**src/rtl/credit_to_valrdy_if.sv**
```systemverilog
// credit_to_valrdy_if
//   Bundles both sides of the credit-to-valid/ready bridge.
//   Upstream (credit side):
//     data_in   - flit from the upstream sender
//     valid_in  - flit valid; the sender only raises it while holding a credit
//     yummy_in  - credit return pulse back to the sender
//   Downstream (valid/ready side):
//     data_out  - head-of-FIFO flit
//     valid_out - FIFO non-empty
//     ready_out - downstream can take the flit this cycle
//   Modports:
//     slave  - the bridge itself
//     master - the environment around it (sender plus downstream consumer)
interface credit_to_valrdy_if #(
  parameter int DATA_WIDTH = 64
);
  logic [DATA_WIDTH-1:0] data_in;
  logic                  valid_in;
  logic                  yummy_in;
  logic [DATA_WIDTH-1:0] data_out;
  logic                  valid_out;
  logic                  ready_out;

  modport slave (
    input  data_in, valid_in, ready_out,
    output yummy_in, data_out, valid_out
  );

  modport master (
    output data_in, valid_in, ready_out,
    input  yummy_in, data_out, valid_out
  );
endinterface

```
**src/rtl/credit_to_valrdy.sv**
```systemverilog
// credit_to_valrdy
//   Receiving end of a credit-flow-controlled link. The local FIFO has one
//   entry per upstream credit, so every flit the sender has credit for is
//   absorbed. Each flit taken downstream returns one credit upstream as a
//   single-cycle yummy pulse, one cycle after the dequeue.
//   Ports:
//     clk    - single clock, rising edge
//     reset  - synchronous, active-high; clears pointers, count, storage
//     link   - credit_to_valrdy_if.slave (data_in/valid_in/yummy_in upstream,
//              data_out/valid_out/ready_out downstream)
//   Parameters:
//     DATA_WIDTH - flit width
//     DEPTH      - FIFO entries == credits held upstream after reset (>= 1)
module credit_to_valrdy #(
  parameter int DATA_WIDTH = 64,
  parameter int DEPTH      = 4
) (
  input logic                clk,
  input logic                reset,
  credit_to_valrdy_if.slave  link
);

  localparam int PTR_W = (DEPTH > 1) ? $clog2(DEPTH) : 1;
  localparam int CNT_W = $clog2(DEPTH + 1);

  logic [DATA_WIDTH-1:0] mem [DEPTH];
  logic [PTR_W-1:0]      wr_ptr;
  logic [PTR_W-1:0]      rd_ptr;
  logic [CNT_W-1:0]      count;
  logic                  yummy_q;
  logic                  enq;
  logic                  deq;

  // Pointers wrap by explicit compare so non-power-of-two depths work.
  function automatic logic [PTR_W-1:0] ptr_inc(input logic [PTR_W-1:0] p);
    return (p == PTR_W'(DEPTH - 1)) ? '0 : p + PTR_W'(1);
  endfunction

  // A write while full is dropped even if a dequeue happens in the same
  // cycle; the credit protocol never allows it, and refusing it keeps the
  // contents and pointers intact.
  assign enq = link.valid_in && (count != CNT_W'(DEPTH));
  assign deq = link.valid_out && link.ready_out;

  assign link.valid_out = (count != '0);
  assign link.data_out  = mem[rd_ptr];
  assign link.yummy_in  = yummy_q;

  // NOTE: sequential state uses non-blocking assignments so every register
  // samples pre-edge values, independent of statement order.
  always_ff @(posedge clk) begin
    if (reset) begin
      // NOTE: the storage array is cleared on reset because data_out must
      // read 0 after reset; this costs a reset path on every flop.
      for (int i = 0; i < DEPTH; i++) mem[i] <= '0;
      wr_ptr  <= '0;
      rd_ptr  <= '0;
      count   <= '0;
      yummy_q <= 1'b0;
    end else begin
      if (enq) begin
        mem[wr_ptr] <= link.data_in;
        wr_ptr      <= ptr_inc(wr_ptr);
      end
      if (deq) rd_ptr <= ptr_inc(rd_ptr);
      case ({enq, deq})
        2'b10:   count <= count + CNT_W'(1);
        2'b01:   count <= count - CNT_W'(1);
        default: count <= count;
      endcase
      // One credit per dequeue; back-to-back dequeues hold it high.
      yummy_q <= deq;
    end
  end

endmodule

```
**src/flat_wrapper.sv**
```systemverilog
// flat-port wrapper written by rule: the top's interface ports become plain ports
module credit_to_valrdy_flat 
#(
  parameter int DATA_WIDTH = 64,
  parameter int DEPTH      = 4
)
  (clk, reset, link_data_in, link_valid_in, link_ready_out, link_yummy_in, link_data_out, link_valid_out);
  credit_to_valrdy_if #(.DATA_WIDTH(DATA_WIDTH)) link_i ();
  input logic clk;
  input logic reset;
  input wire logic [$bits(link_i.data_in)-1:0] link_data_in;
  input wire logic [$bits(link_i.valid_in)-1:0] link_valid_in;
  input wire logic [$bits(link_i.ready_out)-1:0] link_ready_out;
  output wire logic [$bits(link_i.yummy_in)-1:0] link_yummy_in;
  output wire logic [$bits(link_i.data_out)-1:0] link_data_out;
  output wire logic [$bits(link_i.valid_out)-1:0] link_valid_out;
  assign link_i.data_in = link_data_in;
  assign link_i.valid_in = link_valid_in;
  assign link_i.ready_out = link_ready_out;
  assign link_yummy_in = link_i.yummy_in;
  assign link_data_out = link_i.data_out;
  assign link_valid_out = link_i.valid_out;
  credit_to_valrdy #(.DATA_WIDTH(DATA_WIDTH), .DEPTH(DEPTH)) u_core (.clk(clk), .reset(reset), .link(link_i));
endmodule
```
**config.mk**
```make
export PLATFORM = sky130hd
export DESIGN_NAME = credit_to_valrdy_flat
export DESIGN_NICKNAME = d
export VERILOG_FILES = /design/src/rtl/credit_to_valrdy_if.sv /design/src/rtl/credit_to_valrdy.sv /design/src/flat_wrapper.sv
export SDC_FILE = /design/constraint.sdc
export NUM_CORES = 1
export LEC_CHECK = 0
export CAP_MARGIN = 20
export CORE_AREA = 3 3 157 159
export DETAILED_ROUTE_END_ITERATION = 10
export DIE_AREA = 0 0 160 162
export GPL_ROUTABILITY_DRIVEN = 0
export HOLD_SLACK_MARGIN = 0.02
export PLACE_DENSITY = 0.72
export SLEW_MARGIN = 20
export SYNTH_ARGS = -nofsm -noshare
export SYNTH_HDL_FRONTEND = slang
export SYNTH_SLANG_ARGS = --single-unit
```
**constraint.sdc**
```tcl
create_clock -name clk -period 14.9 [get_ports clk]
set_input_delay 2.235 -clock clk [delete_from_list [all_inputs] [get_ports clk]]
set_output_delay 2.235 -clock clk [all_outputs]
set_load 0.05 [all_outputs]
```
**After elaboration in Yosys (flattened, before gate mapping)**

Memory sizes are Yosys's and may differ from the RTL's. A register that Yosys moved wholly into a read port is not among the register bits.
Cells that the tools add are included.

- Add/subtract/negate cells: 4
- Eq/ne operators: 5
- Multiplexer cells: 13
- Reductions and logical operators: 5

Operator list:

| cell | number |
|---|---|
| 64-bit 2-to-1 mux | 1 |
| 64-bit OR reduction | 1 |
| 2-bit 2-to-1 mux | 5 |
| 2-bit equality test (second input constant) | 3 |
| 1-bit 2-to-1 mux | 6 |
| 3-bit case mux with 2 select lines | 1 |
| 2-bit by 1-bit adder with 2-bit output (second input constant) | 2 |
| 3-bit by 1-bit adder with 3-bit output (second input constant) | 1 |
| 3-bit != test (second input constant) | 1 |
| 3-bit nonzero test | 1 |
| 3-bit by 1-bit subtractor with 3-bit output (second input constant) | 1 |
| 2-bit by 1-bit equality test with 1-bit output (second input constant) | 1 |
| 1-bit logical AND | 2 |
| 2-bit nonzero test | 1 |

- Register bits after elaboration: 8
- Bits in writable memories: 256
- Input bits: 68
- Output and inout bits: 66
- Word-level logic and storage cells: 32
- Memories: 1

Memory list:

| memory | words | width | rd ports | clocked after memory_dff | write ports | line | source |
|---|---|---|---|---|---|---|---|
| u_core.mem | 4 | 64 | 1 | 1 | 4 | credit_to_valrdy.sv:26 | `logic [DATA_WIDTH-1:0] mem [DEPTH];` |

**Depth between registers and ports, before layout**

Gate-level depths: netlist of run 1.

- Depth in word-level cells: 7
- Mapped depth: 9

**Worst setup path after synthesis of run 1**

No wires, ideal clock.

- Path type: input-to-reg
- Start: input link_valid_in
- End: memory u_core.mem[1][0], enable pin
- Setup time: 0.581 ns
- Data arrival time: 7.162 ns
- Data required time: 14.319 ns
- Path slack: 7.157 ns
- Cell stages on the path: 2
- Buffers on the path: 0
- Path through: inv_1 o31ai_1

RTL lines:

| what | line | source |
|---|---|---|
| start: declaration | flat_wrapper.sv:12 | `input wire logic [$bits(link_i.valid_in)-1:0] link_valid_in;` |
| end: declaration | credit_to_valrdy.sv:26 |  |

==> metrics.txt, run 1 <==
cts bufs inserted=28; initial DRC count=361; GRT Total Usage=19.10%; post-synth top area share=65.98%; final net count=879; 1st-pass router iterations=4; ranking of synthesized cells by instance count=256 x edfxtp_1, 202 x and2_1, 64 x mux4_2; unrepaired setup endpoints after global routing=false; CTS H-tree lvls=1; CP Launch Type=register; Clk Latency, worst-skew pair=520 ps; PwrDens=167.2 nW/um^2; maximum clock frequency=179.7 MHz; Chip Height=162 um; Post-CTS Setup Inserts=0; share of layout cells above drive strength 1=21.50%; port buffer count=133; vias per cell=5.378; hpwl dp=13.79 mm; number of fill cells in the layout=1,736; P&R area growth vs syn=22.04%; synthesized flop and latch total=266; TritonCTS clock tree=yes; vias in the first global route=6,821; number of remaining DRC errors=0; r2r endpoint=u_core.count[2]; Antenna Nets Post-Route=0; Hold Violations, Final=0; CP required=12,660 ps; Hold-fix buffers, CTS=0; Final Setup Violations=0; worst hold start=u_core.rd_ptr[0]; global-route wire length before repair=38.63 mm; FP Rows=56; Max-Cap Viols=0; Synth Flop Type=edfxtp_1; post-synthesis sequential area ratio=67.70%; Yosys top cell by area=edfxtp_1; synthesized area=11,650 um^2; CP arrival=3330 ps; EDFF count, synth=256; register area=7895 um^2; Hold Path Cell Cnt=2; Setup TNS=0 ps; die width=160 um; Tightest Hold Check Type=reg -> reg; Post-synth ARST share=0%; Core Box Area=23,400 um^2; distinct cell type count after synthesis=31; CP max FO=38; maximum vdd ir drop=0.09296 mV; Syn. warnings=0; CTS resizes=0; CP Capture Type=primary output; drt wl/cell=21.10 um; Hold Slack=509.4 ps; CTS Sinks=266; gr ovfl total=0; Crit Path Class=reg -> out; Slew Limit Fails=0; initial antenna violation count=0; Via Count=6,169; status=complete, no violations; Rel. slew slack=32.77%; die area=25,920 um^2; worst-margin pin slew=1005 ps; most numerous cell in the Yosys netlist=edfxtp_1; CTS Root Cell=clkbuf_16; synthesized area per cell=17.26 um^2; Worst Skew=10.77 ps; Leakage Power=5.125 nW; minimum clock period after layout=5565 ps; R2R setup slack=12,310 ps; Synth Instances=675; clk buf depth=3; final worst path period share=37.35%; largest net degree at the start of global routing=65; ANT cells=0; Initial Util=49.79%; area of the multi-input gates=3557 um^2; worst reg2reg path depth=9; syn_nets=747; Clock transition at path regs=60 ps; Detailed Route WL=24.21 mm; ranking of synthesized cells by area=edfxtp_1 66%, mux4_2 12%, and2_1 11%, and2_4 4.1%, dfxtp_1 1.7%; RR Startpoint=u_core.count[2]; Top Ports=134
==> registers in the layout, indices dropped and copies added (netlist names), named ones only <==
signal / count
u_core.rd_ptr: 2
u_core.link.yummy_in: 1
u_core.count: 3
u_core.wr_ptr: 2
u_core.mem: 256
==> per-stage QoR <==
stage	cell area (um^2)	total power (W)	setup slack [ps]	instances	util, %
2_1_floorplan	11650	0.001480	7157	675	-
3_3_place_gp	13270	0.001693	9811	1095	56.72
3_5_place_dp	13270	0.001708	9781	1095	56.72
4_1_cts	14200	0.002399	9210	1146	60.67
5_1_grt	14220	0.002468	9056	1147	60.76
6_report	14220	0.002377	9335	1147	60.76
==> cells in the final DEF (no fill, tap or decap), drive strengths merged <==
cell type        n
or3b             1
xor2             2
bufinv           4
clkdlybuf4s50  133
or3              3
nor4             2
nor3b            1
ha               3
nand2            1
dfxtp           10
nor2             7
a31o             1
edfxtp         256
mux4            64
clkinv          13
inv              9
and2           256
nand3            2
o31ai            4
and4             1
mux2i            1
o21ai            2
a21o             1
nand2b           2
buf              9
a21oi            4
clkbuf          33
nor3             2
fa               1
==> worst max-delay path, cell delays in order, from the launching register on <==
cell and delay, ps:
dfxtp_4 710, buf_4 730, mux4_2 610, clkdlybuf4s50_1 720
==> metal layers <==
metal	GRT usage [%]	up-vias	part of all wire, %
li1	-	2776	-
met4	5.602	0	2.6
met2	33.40	195	51
met5	0	-	0
met3	3.264	42	5.1
met1	24.82	3156	41
==> kinds of logic after synthesis <==
family	after synthesis	share of synthesized area (%)
DFF	266	67.70
buffers and inverters	48	2.201
and+or+nand+nor	278	16.34
AOI/OAI and AO/OA	12	0.6551
xor gates and xnor gates	2	0.1504
muxes	65	12.46
adders and majority gates	4	0.4940
==> worst max path at each step <==
| stage | end | slack [ps] | cells past startpoint |
|---|---|---|---|
| floorplan | u_core.mem[1][0] | 7160 | 2 |
| global placement | link_data_out[14] | 9810 | 3 |
| detailed placement | link_data_out[17] | 9780 | 3 |
| CTS | link_data_out[17] | 9210 | 3 |
| global route | link_data_out[9] | 9060 | 3 |
| finish | link_data_out[2] | 9340 | 3 |
==> area by class of cell <==
type                    count  area share [%]
clock buffers              33           5.209
clock inverters            18           1.302
inverters                   8          0.2112
multi-input cells         361           25.02
flip-flops and latches    266           55.53
well taps                 319           2.807
repair buffers            142           9.926
==> where the power goes <==
group / leakage, nW / switching (W) / total (W) / internal [W]
Clock: 0.458 / 0.000271 / 0.000693 / 0.000422
Sequential: 2.77 / 0.0000558 / 0.000977 / 0.000921
Combinational: 1.90 / 0.000424 / 0.000706 / 0.000282
Power figures use the tool's default switching activity.
==> run 2, diff against run 1 <==
clock period = 5.72 ns   (was 14.9 ns; I/O delays follow)
==> metrics.txt, run 2 (same netlist as run 1, synthesis figures left out) <==
vias in the first global route=6,913; Crit Path Class=reg -> out; cts bufs inserted=28; Detailed Route WL=24.34 mm; Sw Ratio=31.84%; clock network fraction of total power=28.3%; P&R area growth vs syn=21.96%; CP Launch Type=register; CTS Sinks=266; Slew Limit Fails=0; maximum clock frequency=252.1 MHz; Max-Cap Viols=0; Setup TNS=0 ps; Core Box Area=23,400 um^2; Antenna Nets Post-Route=0; 1st-pass router iterations=4; Top Ports=134; Post-CTS Setup Inserts=0; most common cell after layout, fill and taps aside=edfxtp_1; Comb power frac=30.2%; die area=25,920 um^2; max reg flops=256; largest net degree at the start of global routing=65; CTS Root Cell=clkbuf_16; Rel. slew slack=32.88%; CP arrival=3110 ps; initial antenna violation count=1; most frequent cells in the layout=256 x edfxtp_1, 202 x and2_1, 133 x clkdlybuf4s50_1, 64 x mux4_2, 54 x and2_4; minimum clock period after layout=3967 ps; number of remaining DRC errors=0; final worst path period share=69.36%; GRT Total Usage=19.18%; Hold Violations, Final=0; vias per cell=5.322; final core occ=60.72%; Tightest Hold Check Type=reg -> reg; CP Capture Type=primary output; largest registers=u_core.mem x256, u_core.count x3; Int Power=0.004179 W; clk buf depth=3; maximum vdd ir drop=0.2149 mV; worst-margin pin slew=1007 ps; CTS H-tree lvls=1; die width=160 um; design area=14,210 um^2; most flop-heavy register=u_core.mem; Critical-path top delay cell=dfxtp_4; CP required=4860 ps; Clk Latency, worst-skew pair=520 ps; Crit path largest cell delay=760 ps; Leakage Power=5.127 nW; initial DRC count=523; Placed Area=13,300 um^2; share of layout cells above drive strength 1=21.98%; CTS resizes=0; final net count=883; Chip Height=162 um; drt wl/cell=21.20 um; Via Count=6,110; hpwl dp=13.91 mm; Clock transition at path regs=60 ps; FP Rows=56; Hold-fix buffers, CTS=0; TritonCTS clock tree=yes; crit-path cells=buf_4 > mux4_2 > clkdlybuf4s50_1; Final Setup Violations=0; global-route wire length before repair=38.74 mm; CP max FO=30; port buffer count=133; Psw=0.001952 W; Initial Util=49.79%; Reg power frac=41.6%; status=complete, no violations; gr ovfl total=0; Worst Skew=8.320 ps; unrepaired setup endpoints after global routing=false; PwrDens=431.5 nW/um^2
run 2: final timing paths:
kind,from,to,slack (ps),cells past startpoint
max,register,link_data_out[22],1750,3
min,u_core.rd_ptr[0],register,500,2
max reg2reg,u_core.count[2],u_core.count[2],3090,9
min reg2reg,u_core.rd_ptr[0],register,500,2
run 2: metal layers:
metal | vias up | track usage, % | share of wire, % | wire length (um)
li1 | 2777 | - | - | -
met1 | 3120 | 24.90 | 41 | 10080
met2 | 175 | 33.94 | 52 | 12590
met3 | 38 | 3.188 | 5.0 | 1209
met4 | 0 | 4.970 | 1.9 | 466
met5 | - | 0 | 0 | 0
run 2: power by group through the flow:
stage | logic [W] | clock network, W | registers (W)
finish | 0.00185 | 0.00173 | 0.00255
global route | 0.00194 | 0.00185 | 0.00258
CTS | 0.00187 | 0.00177 | 0.00256
detailed placement | 0.00187 | 0 | 0.00260
global placement | 0.00185 | 0 | 0.00258
floorplan | 0.00136 | 0 | 0.00250
run 2: worst max-delay path: cells and delay by family (launching register included):
family                 cells  cell delay (ps)
buffers and inverters      2             1230
flip-flops                 1              760
multiplexers               1              580
run 2: layout make-up:
class | instances | area [um^2]
fillers | 1788 | 9193
flip-flops and latches | 266 | 7895
multi-input cells | 361 | 3557
repair buffers | 146 | 1441
clock buffers | 41 | 830.8
well taps | 319 | 399.1
clock inverters | 6 | 53.80
inverters | 8 | 30.03
diodes | 1 | 2.502
run 2: through the flow:
step	setup slack [ps]	hold slack [ps]	std cells	total power [W]
after floorplan	-645.9	463.4	675	0.003854
after global placement	2255	457.9	1099	0.004422
after detailed placement	2221	502.8	1099	0.004464
after CTS	1666	520.2	1146	0.006196
after global routing	1569	555.8	1148	0.006374
final	1753	503.8	1148	0.006131
==> run 3, diff against run 2 <==
clock period = 3.8 ns   (was 5.72 ns; I/O delays follow)
==> metrics.txt, run 3 (same netlist as run 1, synthesis figures left out) <==
GRT Total Usage=18.43%; die area=25,920 um^2; Post-CTS Setup Inserts=0; # placed instances=1,103; Chip Height=162 um; global-route wire length before repair=37.07 mm; worst-margin pin slew=848.4 ps; Setup TNS=0 ps; maximum clock frequency=294.5 MHz; Placed Area=13,410 um^2; Top Ports=134; Max-Cap Viols=0; Hold Slack=502.3 ps; number of remaining DRC errors=0; PwrDens=647.8 nW/um^2; most flop-heavy register=u_core.mem; Final Setup Violations=0; CP Launch Type=register; Worst Path Buf+Inv=2; final total power=0.009253 W; most common cell after layout, fill and taps aside=edfxtp_1; CP max FO=22; cts bufs inserted=27; worst hold start=u_core.rd_ptr[0]; CTS H-tree lvls=1; unrepaired setup endpoints after global routing=false; 1st-pass router iterations=4; CP Capture Type=primary output; most frequent cells in the layout=256 x edfxtp_1, 202 x and2_1, 133 x clkdlybuf4s50_1, 64 x mux4_2, 54 x and2_4; crit-path cells=buf_4 > mux4_2 > clkdlybuf4s50_1; Critical-path top delay cell=clkdlybuf4s50_1; Crit Path Class=reg -> out; Clk Latency, worst-skew pair=510 ps; final net count=885; Hold-fix buffers, CTS=0; port buffer count=133; Worst Skew=4.789 ps; FP Rows=56; drt wl/cell=20.66 um; largest registers=u_core.mem x256, u_core.count x3; design area=14,280 um^2; CP required=3230 ps; CTS resizes=0; Antenna Nets Post-Route=0; vias in the first global route=6,762; Rel. slew slack=43.25%; final std cells w/o fill=1,152; largest net degree at the start of global routing=65; critical path depth=3; Clock transition at path regs=60 ps; clk buf depth=3; Hold Path Cell Cnt=2; number of fill cells in the layout=1,768; CP delay by family, top=buffers and inverters; worst reg2reg path depth=9; final worst path period share=89.34%; initial antenna violation count=0; Via Count=6,109; CP arrival=2830 ps; ANT cells=0; Initial Util=49.79%; initial DRC count=396; vias per cell=5.303; Crit path largest cell delay=730 ps; Slew Limit Fails=0; R2R setup slack=1150 ps; Detailed Route WL=23.80 mm; Tightest Hold Check Type=reg -> reg; r2r endpoint=u_core.count[2]; Hold Violations, Final=0; Core Box Area=23,400 um^2; maximum vdd ir drop=0.4203 mV; die width=160 um; area of the multi-input gates=3557 um^2; minimum clock period after layout=3395 ps; hpwl dp=13.60 mm; max reg flops=256; CTS Sinks=266; Leakage Power=5.153 nW; share of layout cells above drive strength 1=22.09%; RR Startpoint=u_core.count[2]; register area=7895 um^2; CTS Root Cell=clkbuf_16; TritonCTS clock tree=yes; P&R area growth vs syn=22.59%; gr ovfl total=0; status=complete, no violations
==> run 3: how the worst max path moves through the flow <==
stage,slack [ps],from,endpoint
floorplan,-300,link_valid_in,u_core.mem[1][0]
CTS,330,register,link_data_out[17]
global route,240,register,link_data_out[17]
detailed placement,730,link_valid_in,u_core.count[2]
global placement,870,link_valid_in,u_core.count[2]
finish,400,register,link_data_out[17]
==> run 3: cell type report <==
class	instances	share of cell area [%]
timing repair buffer	149	10.69
multi-input combinational	361	24.90
inverter	8	0.2102
tap	319	2.794
sequential	266	55.27
clock inverter	18	1.296
clock buffer	31	4.835
==> run 3: worst register-to-register path: stages, from the launching register on <==
cell	delay, ps
dfxtp_1	400
nor3b_4	580
nor2_1	220
inv_1	100
ha_1	180
inv_1	70
fa_1	390
xor2_1	160
or3_1	310
a21oi_1	150
==> run 3: routing by layer <==
layer	wire length [um]	vias to the layer above	GRT usage (%)
met3	1333	38	3.009
met1	9633	3116	23.85
li1	-	2779	-
met4	490	0	5.365
met2	12340	176	32.45
met5	0	-	0
==> run 3: power by group <==
group,internal [W],switching (W),total [W]
clock,0.00157,0.00104,0.00261
sequential,0.00361,0.000176,0.00378
combinational,0.00115,0.00171,0.00286
total,0.00632,0.00293,0.00925
==> run 3: metrics by stage <==
stage          setup slack (ps)  utilization, %
3_5_place_dp              728.0           57.29
6_report                  404.9           61.04
4_1_cts                   327.3           61.04
5_1_grt                   244.4           61.04
2_1_floorplan            -298.1               -
3_3_place_gp              868.7           57.29
